### config.mk
export PLATFORM = sky130hd
export DESIGN_NAME = riscv_irq_ctrl
export DESIGN_NICKNAME = d
export VERILOG_FILES = /design/src/rtl/riscv_csr_pkg.sv /design/src/rtl/riscv_irq_prio.sv /design/src/rtl/riscv_irq_ctrl.sv
export SDC_FILE = /design/constraint.sdc
export NUM_CORES = 1
export LEC_CHECK = 0
export ABC_CLOCK_PERIOD_IN_PS = 2500
export CORE_MARGIN = 5
export CORE_UTILIZATION = 30
export DETAILED_ROUTE_END_ITERATION = 16
export PLACE_DENSITY = 0.67
export SLEW_MARGIN = 15
export SYNTH_ARGS = -nofsm -noshare
export SYNTH_HDL_FRONTEND = slang
export SYNTH_SLANG_ARGS = --single-unit
### constraint.sdc
create_clock -name clk_i -period 2.5 [get_ports clk_i]
set_input_delay 0.5 -clock clk_i [delete_from_list [all_inputs] [get_ports clk_i]]
set_output_delay 0.5 -clock clk_i [all_outputs]
set_load 0.01 [all_outputs]
### src/rtl/riscv_csr_pkg.sv
// Shared CSR-side definitions for the machine-mode interrupt controller:
// XLEN, controller defaults, FSM state encoding and the mcause helper.
package riscv_csr_pkg;

    localparam int MXLEN              = 32;
    localparam int IRQ_NUM_DEFAULT    = 16;
    localparam int CAUSE_BASE_DEFAULT = 16;
    localparam int IRQ_IDX_W          = 4;

    typedef enum logic [1:0] {
        ST_IDLE    = 2'd0,
        ST_TRAP    = 2'd1,
        ST_HANDLER = 2'd2,
        ST_RETURN  = 2'd3
    } irq_state_t;

    // Interrupt causes carry the MSB set; the low bits hold the exception code.
    function automatic logic [MXLEN-1:0] irq_mcause(input logic [MXLEN-1:0] code);
        return {1'b1, code[MXLEN-2:0]};
    endfunction

endpackage

### src/rtl/riscv_irq_prio.sv
// Combinational lowest-index priority encoder over the enabled pending lines.
module riscv_irq_prio
    import riscv_csr_pkg::*;
#(
    parameter int N = IRQ_NUM_DEFAULT
) (
    input  logic [N-1:0]           req_i,
    output logic                   valid_o,
    output logic [IRQ_IDX_W-1:0]   idx_o
);

    always_comb begin
        valid_o = 1'b0;
        idx_o   = '0;
        // Scan downwards so the lowest set bit is the last one written.
        for (int i = N - 1; i >= 0; i--) begin
            if (req_i[i]) begin
                valid_o = 1'b1;
                idx_o   = IRQ_IDX_W'(i);
            end
        end
    end

endmodule

### src/rtl/riscv_irq_ctrl.sv
// Machine-mode external interrupt controller: edge capture, pending tracking,
// trap entry with direct/vectored mtvec, and mret return redirect.
//
// state      | meaning
// -----------+--------------------------------------------------------------
// ST_IDLE    | waiting for an enabled pending line and an instruction boundary
// ST_TRAP    | one cycle: trap pulse, acknowledge, redirect to the handler
// ST_HANDLER | handler running; no nesting, pending lines keep accumulating
// ST_RETURN  | one cycle: redirect to mepc after mret
module riscv_irq_ctrl
    import riscv_csr_pkg::*;
#(
    parameter int IRQ_NUM    = IRQ_NUM_DEFAULT,
    parameter int CAUSE_BASE = CAUSE_BASE_DEFAULT
) (
    input  logic                 clk_i,
    input  logic                 rstn_i,
    input  logic [IRQ_NUM-1:0]   irq_i,
    input  logic [MXLEN-1:0]     mie_i,
    input  logic [MXLEN-1:0]     mtvec_i,
    input  logic [MXLEN-1:0]     mepc_i,
    input  logic                 ready_i,
    input  logic                 mret_i,
    output logic                 trap_o,
    output logic [MXLEN-1:0]     mcause_o,
    output logic                 redirect_o,
    output logic [MXLEN-1:0]     target_o,
    output logic [IRQ_NUM-1:0]   irq_ack_o
);

    irq_state_t             state_q, state_d;
    logic [IRQ_NUM-1:0]     sync_q, prev_q;
    logic [IRQ_NUM-1:0]     pend_q, pend_d;
    logic [IRQ_NUM-1:0]     rise;
    logic [IRQ_NUM-1:0]     pend_en;
    logic [1:0]             arm_q;
    logic [IRQ_IDX_W-1:0]   idx_q, idx_d;
    logic [MXLEN-1:0]       mcause_q, mcause_d;
    logic                   prio_valid;
    logic [IRQ_IDX_W-1:0]   prio_idx;
    logic [MXLEN-1:0]       new_code, trap_code, tvec_base, tvec_target;
    logic                   mie_unused;

    // Edge detection stays disarmed until sync_q and prev_q both hold real
    // samples, so a line already high at reset release is not an edge.
    assign rise    = arm_q[1] ? (sync_q & ~prev_q) : '0;
    assign pend_en = pend_q & mie_i[CAUSE_BASE +: IRQ_NUM];

    riscv_irq_prio #(.N(IRQ_NUM)) u_prio (
        .req_i   (pend_en),
        .valid_o (prio_valid),
        .idx_o   (prio_idx)
    );

    assign new_code    = MXLEN'(CAUSE_BASE) + MXLEN'(prio_idx);
    assign trap_code   = MXLEN'(CAUSE_BASE) + MXLEN'(idx_q);
    assign tvec_base   = {mtvec_i[MXLEN-1:2], 2'b00};
    assign tvec_target = (mtvec_i[1:0] == 2'b01) ? tvec_base + (trap_code << 2) : tvec_base;
    assign mcause_o    = mcause_q;
    assign mie_unused  = ^mie_i;

    always_ff @(posedge clk_i) begin
        if (!rstn_i) begin
            state_q  <= ST_IDLE;
            sync_q   <= '0;
            prev_q   <= '0;
            arm_q    <= '0;
            pend_q   <= '0;
            idx_q    <= '0;
            mcause_q <= '0;
        end else begin
            state_q  <= state_d;
            sync_q   <= irq_i;
            prev_q   <= sync_q;
            arm_q    <= {arm_q[0], 1'b1};
            pend_q   <= pend_d;
            idx_q    <= idx_d;
            mcause_q <= mcause_d;
        end
    end

    always_comb begin
        state_d    = state_q;
        idx_d      = idx_q;
        mcause_d   = mcause_q;
        trap_o     = 1'b0;
        redirect_o = 1'b0;
        irq_ack_o  = '0;
        target_o   = '0;
        case (state_q)
            ST_IDLE: begin
                if (prio_valid && ready_i) begin
                    state_d  = ST_TRAP;
                    idx_d    = prio_idx;
                    mcause_d = irq_mcause(new_code);
                end
            end
            ST_TRAP: begin
                trap_o     = 1'b1;
                redirect_o = 1'b1;
                irq_ack_o  = IRQ_NUM'(1) << idx_q;
                target_o   = tvec_target;
                state_d    = ST_HANDLER;
            end
            ST_HANDLER: begin
                if (mret_i) state_d = ST_RETURN;
            end
            ST_RETURN: begin
                redirect_o = 1'b1;
                target_o   = mepc_i;
                state_d    = ST_IDLE;
            end
            default: state_d = ST_IDLE;
        endcase
        // A fresh edge in the acknowledge cycle survives the clear.
        pend_d = (pend_q & ~irq_ack_o) | rise;
    end

endmodule

# After elaboration in Yosys (flattened, before gate mapping)
# Index checks and enable logic that the tools add are counted.
# word_totals
register_bits	88
input_bits	116
output_inout_bits	82
wordCells	71
# classes
add_sub_neg	3
eq_ne	6
shifts	1
muxes	42
bitwise	6
n_reduce_logical	5
# ops
cell	n
two-way mux 4 bit	16
case mux 32 bit (2 select lines)	1
AND 16 bit	3
adder 32 x 8 -> 32 bit	1
two-way mux 16 bit	2
two-way mux 32 bit	1
inverter 16 bit	2
two-way mux 1 bit	19
OR 16 bit	1
left shift 1 x 4 -> 16 bit, first input constant	1
adder 5 x 4 -> 6 bit, first input constant	2
case mux 2 bit (4 select lines)	1
equality test 2 x 1 -> 1 bit, second input constant	2
equality test 2 bit, second input constant	2
two-way mux 2 bit	2
inequality test 2 bit, second input constant	2
AND reduction 2 bit	2
zero test 2 bit	1
OR reduction 2 bit	1
logical AND 1 bit	1

# Depth between registers and ports, before layout
# logic_depth
depth_word	20
mapped_depth	9
depth_no_buf	8

# Cells and area by module
# A second synthesis with hierarchy kept.
# unflattened
cells_unflattened	484
area_unflattened_um2	3870.0
# by_module_without_submodules
mod	n_inst	cells_per_inst	area_per_inst_um2
riscv_irq_ctrl	1	451	3691.0
riscv_irq_prio	1	33	178.9

# Least setup slack after synthesis
# Ideal clock, no wire load.
# synth_path
path_type	input-to-output
from	in mtvec_i[2]
to	out target_o[24]
arrival_time_ns	2.198
required_time_ns	2.000
slack_ns	-0.198
stages	9
n_path_buf	1
path_cell_list	ha_1 inv_1 fa_1 nor2b_2 o21ai_2 buf_6 a2111oi_2 xor2_1 a22o_1
# synth_via
elab_chain_cells	3
# synth_rtl
item	line_no	rtl
start, declared	riscv_irq_ctrl.sv:20	input logic [MXLEN-1:0] mtvec_i,
adder 32 x 8 -> 32 bit	riscv_irq_ctrl.sv:58	assign tvec_target = (mtvec_i[1:0] == 2'b01) ? tvec_base + (trap_code << 2) : tvec_base;
two-way mux 32 bit	riscv_irq_ctrl.sv:58	
case mux 32 bit (2 select lines)	riscv_irq_ctrl.sv:90	case (state_q)
end, declared	riscv_irq_ctrl.sv:27	output logic [MXLEN-1:0] target_o,
# No other way between the ends.

# Final worst setup path
# layout_path
from	reg idx_q[0]
to	out target_o[18]
# layout_via
elab_chain_cells	4
# layout_rtl
item	line_no	rtl
start, declared	riscv_irq_ctrl.sv:37	logic [IRQ_IDX_W-1:0] idx_q, idx_d;
start signal, assigned	riscv_irq_ctrl.sv:77	idx_q <= idx_d;
adder 5 x 4 -> 6 bit	riscv_irq_ctrl.sv:56	assign trap_code = MXLEN'(CAUSE_BASE) + MXLEN'(idx_q);
adder 32 x 8 -> 32 bit	riscv_irq_ctrl.sv:58	
two-way mux 32 bit	riscv_irq_ctrl.sv:58	
case mux 32 bit (2 select lines)	riscv_irq_ctrl.sv:90	
# No other way between the ends.

==> key figures <==
Timing
  – Worst-Margin Slew: 659 ps
  – Final setup margin: -393 ps
  – Min Hold Slack: 440 ps
  – Fin crit period: 2890 ps
  – Slew margin rel.: 0.559
  – Post-route setup TNS: -5580 ps
  – Final Max Tran Viols: 0
  – Final setup vio count: 28
  – Hold Violations, Final: 0
  – RSZ-0062 raised after global routing: true
  – Layout Skew: 5.56 ps
  – Max Freq: 346 MHz
  – Crit share post-route: 1.16

Synthesis
  – Mapped Cells: about 430
  – Post-synth EDFFs: 0
  – Netlist cell types: 57
  – Post-Syn Area: 3640 sq um
  – Synth async-reset ratio: 0
  – Syn avg cell area: about 8.6 sq um
  – Ys flop type: dfxtp_1
  – Yosys reg bits: 57
  – Post-synthesis sequential area ratio: 0.314
  – Yosys synthesis warning count: 0

Finish
  – Diodes inserted: 0
  – Finished Layout Cells: 779
  – Finished Cell Area: 6230 sq um
  – Area delta synth->final: 71.2%
  – Core Util, Final: 0.521
  – Layout cell share with drive strength beyond 1: 0.247
  – Final #Nets: 753

Detailed routing
  – Drc violations: 0
  – Drt total wl: 13300 um
  – WL/cell: approximately 17 um
  – First-pass iteration count of the detailed router: 4
  – Routed Antenna Nets: 0
  – Starting DRT DRC Count: 194
  – Via count: 3887
  – Via density: 4.99

Power
  – Max IR drop VDD: 0.524 mV
  – Power per cell area: 555 nW/um^2
  – Static Leak: 2.76 nW
  – Pwr Total: 3.46 mW

Floorplan
  – DIE AREA: 14400 sq um
  – Die Y: 120 um
  – Core ar.: 12000 sq um
  – Starting Density: 0.304
  – # IOs: between 150 and 200
  – Core Rows: 40
  – Width of the die: 120 um

CTS
  – Clk_lat worst skew: 320 ps
  – Clock buffer depth: 2
  – Root Driver: clkbuf_16
  – Clock transition at path regs: 50 ps
  – CTS buffer count: 9
  – Clk sink count: 57
  – CTS tree: yes
  – H-tree depth: 3

Critical path
  – Maximum fanout along the worst path: 6
  – R2R Setup Slk: 930 ps
  – Crit. End Element: output port
  – Worst Path Arrival: 2390 ps
  – Worst path required time: 2000 ps
  – Reg2Reg Launch Point: state_q[1]
  – CP Class: reg2out
  – R2R Path End: idx_q[2]
  – Critical Path Start Type: register
  – R2R cell count: 6

GRT
  – Initial antenna violation count: 0
  – Total track usage: 0.177
  – Largest net degree at the start of global routing: 46
  – GR Overflow Total: 0
  – Vias in the first global route: 4058
  – Global-route wire length before repair: about 21000 um

Placed design
  – Gp weighted congestion: 0.892
  – PortBufs: 155
  – Dpl cells: ~750
  – Place WS: -1250 ps
  – HPWL Detailed: 10000 um
  – Placed inst area: between 5000 and 6000 sq um

Worst hold path
  – Hold Path End: arm_q[1]
  – Hold path cells: 1
  – Hold path start: arm_q[0]
  – Worst hold path type: reg2reg

Flow run
  – Max cap viols: 0

Outcome
  – Failing checks: negative setup slack
  – Status: finished with violations
-- routing by layer --
| metal | part of all wire | wire length [um] | global-route usage | up-vias |
|---|---|---|---|---|
| li1 | - | - | - | 1881 |
| met4 | 0.019 | 247 | 0.0608 | 0 |
| met1 | 0.40 | 5320 | 0.191 | 1820 |
| met5 | 0 | 0 | 0 | - |
| met3 | 0.067 | 885 | 0.0349 | 17 |
| met2 | 0.51 | 6840 | 0.338 | 169 |
-- placed cells by master, fill, tap and decap left out, types with 7 or more instances in the layout --
cell type	Yosys	routed
a22o_1	28	28
and2_1	37	37
xnor2_1	14	12
clkdlybuf4s15_2	0	7
nand3b_1	17	17
nand3_1	13	11
buf_4	27	47
conb_1	1	26
dlygate4sd2_1	0	10
nand4_1	8	8
dlymetal6s2s_1	0	18
buf_2	4	21
a21boi_1	14	14
dfxtp_1	57	56
clkdlybuf4s50_1	0	96
a22oi_1	8	8
buf_6	1	12
clkbuf_16	0	10
nor2_1	17	16
inv_1	11	9
nand2_1	32	32
xor2_1	10	10
o21ai_0	15	15
-- cell usage after synthesis, types with 2 or more instances --
master | n | area, sq um
a2111oi_2 | 3 | 45.0
a211oi_1 | 5 | 37.5
a21boi_0 | 2 | 15.0
a21boi_1 | 14 | 105
a21o_1 | 3 | 22.5
a21oi_1 | 8 | 40.0
a22o_1 | 28 | 245
a22oi_1 | 8 | 60.1
a31oi_1 | 5 | 31.3
a32o_1 | 2 | 20.0
and2_1 | 37 | 231
and3_1 | 6 | 37.5
and4_1 | 6 | 52.6
buf_2 | 4 | 20.0
buf_4 | 27 | 203
clkbuf_1 | 19 | 71.3
dfxtp_1 | 57 | 1140
ha_1 | 8 | 100
inv_1 | 11 | 41.3
mux2_2 | 3 | 33.8
nand2_1 | 32 | 120
nand2b_1 | 6 | 37.5
nand3_1 | 13 | 65.1
nand3b_1 | 17 | 128
nand4_1 | 8 | 50.1
nand4b_1 | 2 | 17.5
nor2_1 | 17 | 63.8
nor2b_1 | 2 | 12.5
nor3_1 | 4 | 20.0
o21ai_0 | 15 | 75.1
o21ai_1 | 3 | 15.0
o221a_2 | 2 | 22.5
o22ai_1 | 2 | 12.5
xnor2_1 | 14 | 123
xor2_1 | 10 | 87.6
-- repair_timing --
item / in CTS / in global routing
hold buffers: 0 / 0
buffers inserted: 7 / 5
setup endpoints to repair: 48 / 40
pin swaps: 44 / 18
resized for setup: 164 / 35
gates cloned: 1 / 0
-- kinds of logic (layout without fill, tap and decap cells) --
| family | Yosys count | in the layout | synth area share |
|---|---|---|---|
| compound gates | 110 | 110 | 0.235 |
| xor+xnor | 24 | 24 | 0.0578 |
| fa+ha+maj | 9 | 9 | 0.0330 |
| buf+inv | 62 | 244 | 0.0953 |
| flops | 57 | 57 | 0.314 |
| mux | 3 | 3 | 0.00929 |
| other cells | 1 | 26 | 0.00103 |
| simple gates | 159 | 159 | 0.255 |
-- cell type report --
type,instances,area [sq um]
sequential,57,1140
inverter,11,41.3
multi-input combinational,331,2520
clock buffer,9,225
fill,1118,5740
clock inverter,6,36.3
timing repair buffer,218,2080
tap,147,184
-- registers in the layout (all words and copies together), names as in the netlist --
signal and cells:
arm_q 2, sync_q 16, idx_q 3, prev_q 16, mcause_o 2, pend_q 16, state_q 2
-- power breakdown --
part           internal (mW)  switching, mW  total [mW]
logic                  0.730          0.673        1.40
clock network          0.655          0.388        1.04
registers              0.967         0.0462        1.01
total                   2.35           1.11        3.46
-- critical path, stage by stage, from the launching register on --
cell	delay (ps)
dfxtp_2	350
ha_4	140
inv_2	40
fa_2	370
nor2b_4	140
o21ai_4	90
clkbuf_16	180
a2111oi_4	320
xor2_1	120
a22o_1	200
buf_2	130
-- worst max path at each step --
stage | startpoint | endpoint | slack (ps) | cells after the start
after floorplan | mtvec_i[2] | target_o[24] | -60 | 9
after global placement | mtvec_i[2] | target_o[18] | -1170 | 11
after detailed placement | mtvec_i[2] | target_o[18] | -1250 | 11
after CTS | idx_q[0] | target_o[18] | -360 | 10
after global routing | idx_q[0] | target_o[22] | -470 | 10
final | idx_q[0] | target_o[18] | -390 | 10
No activity file was read; power rests on OpenSTA's default activity.
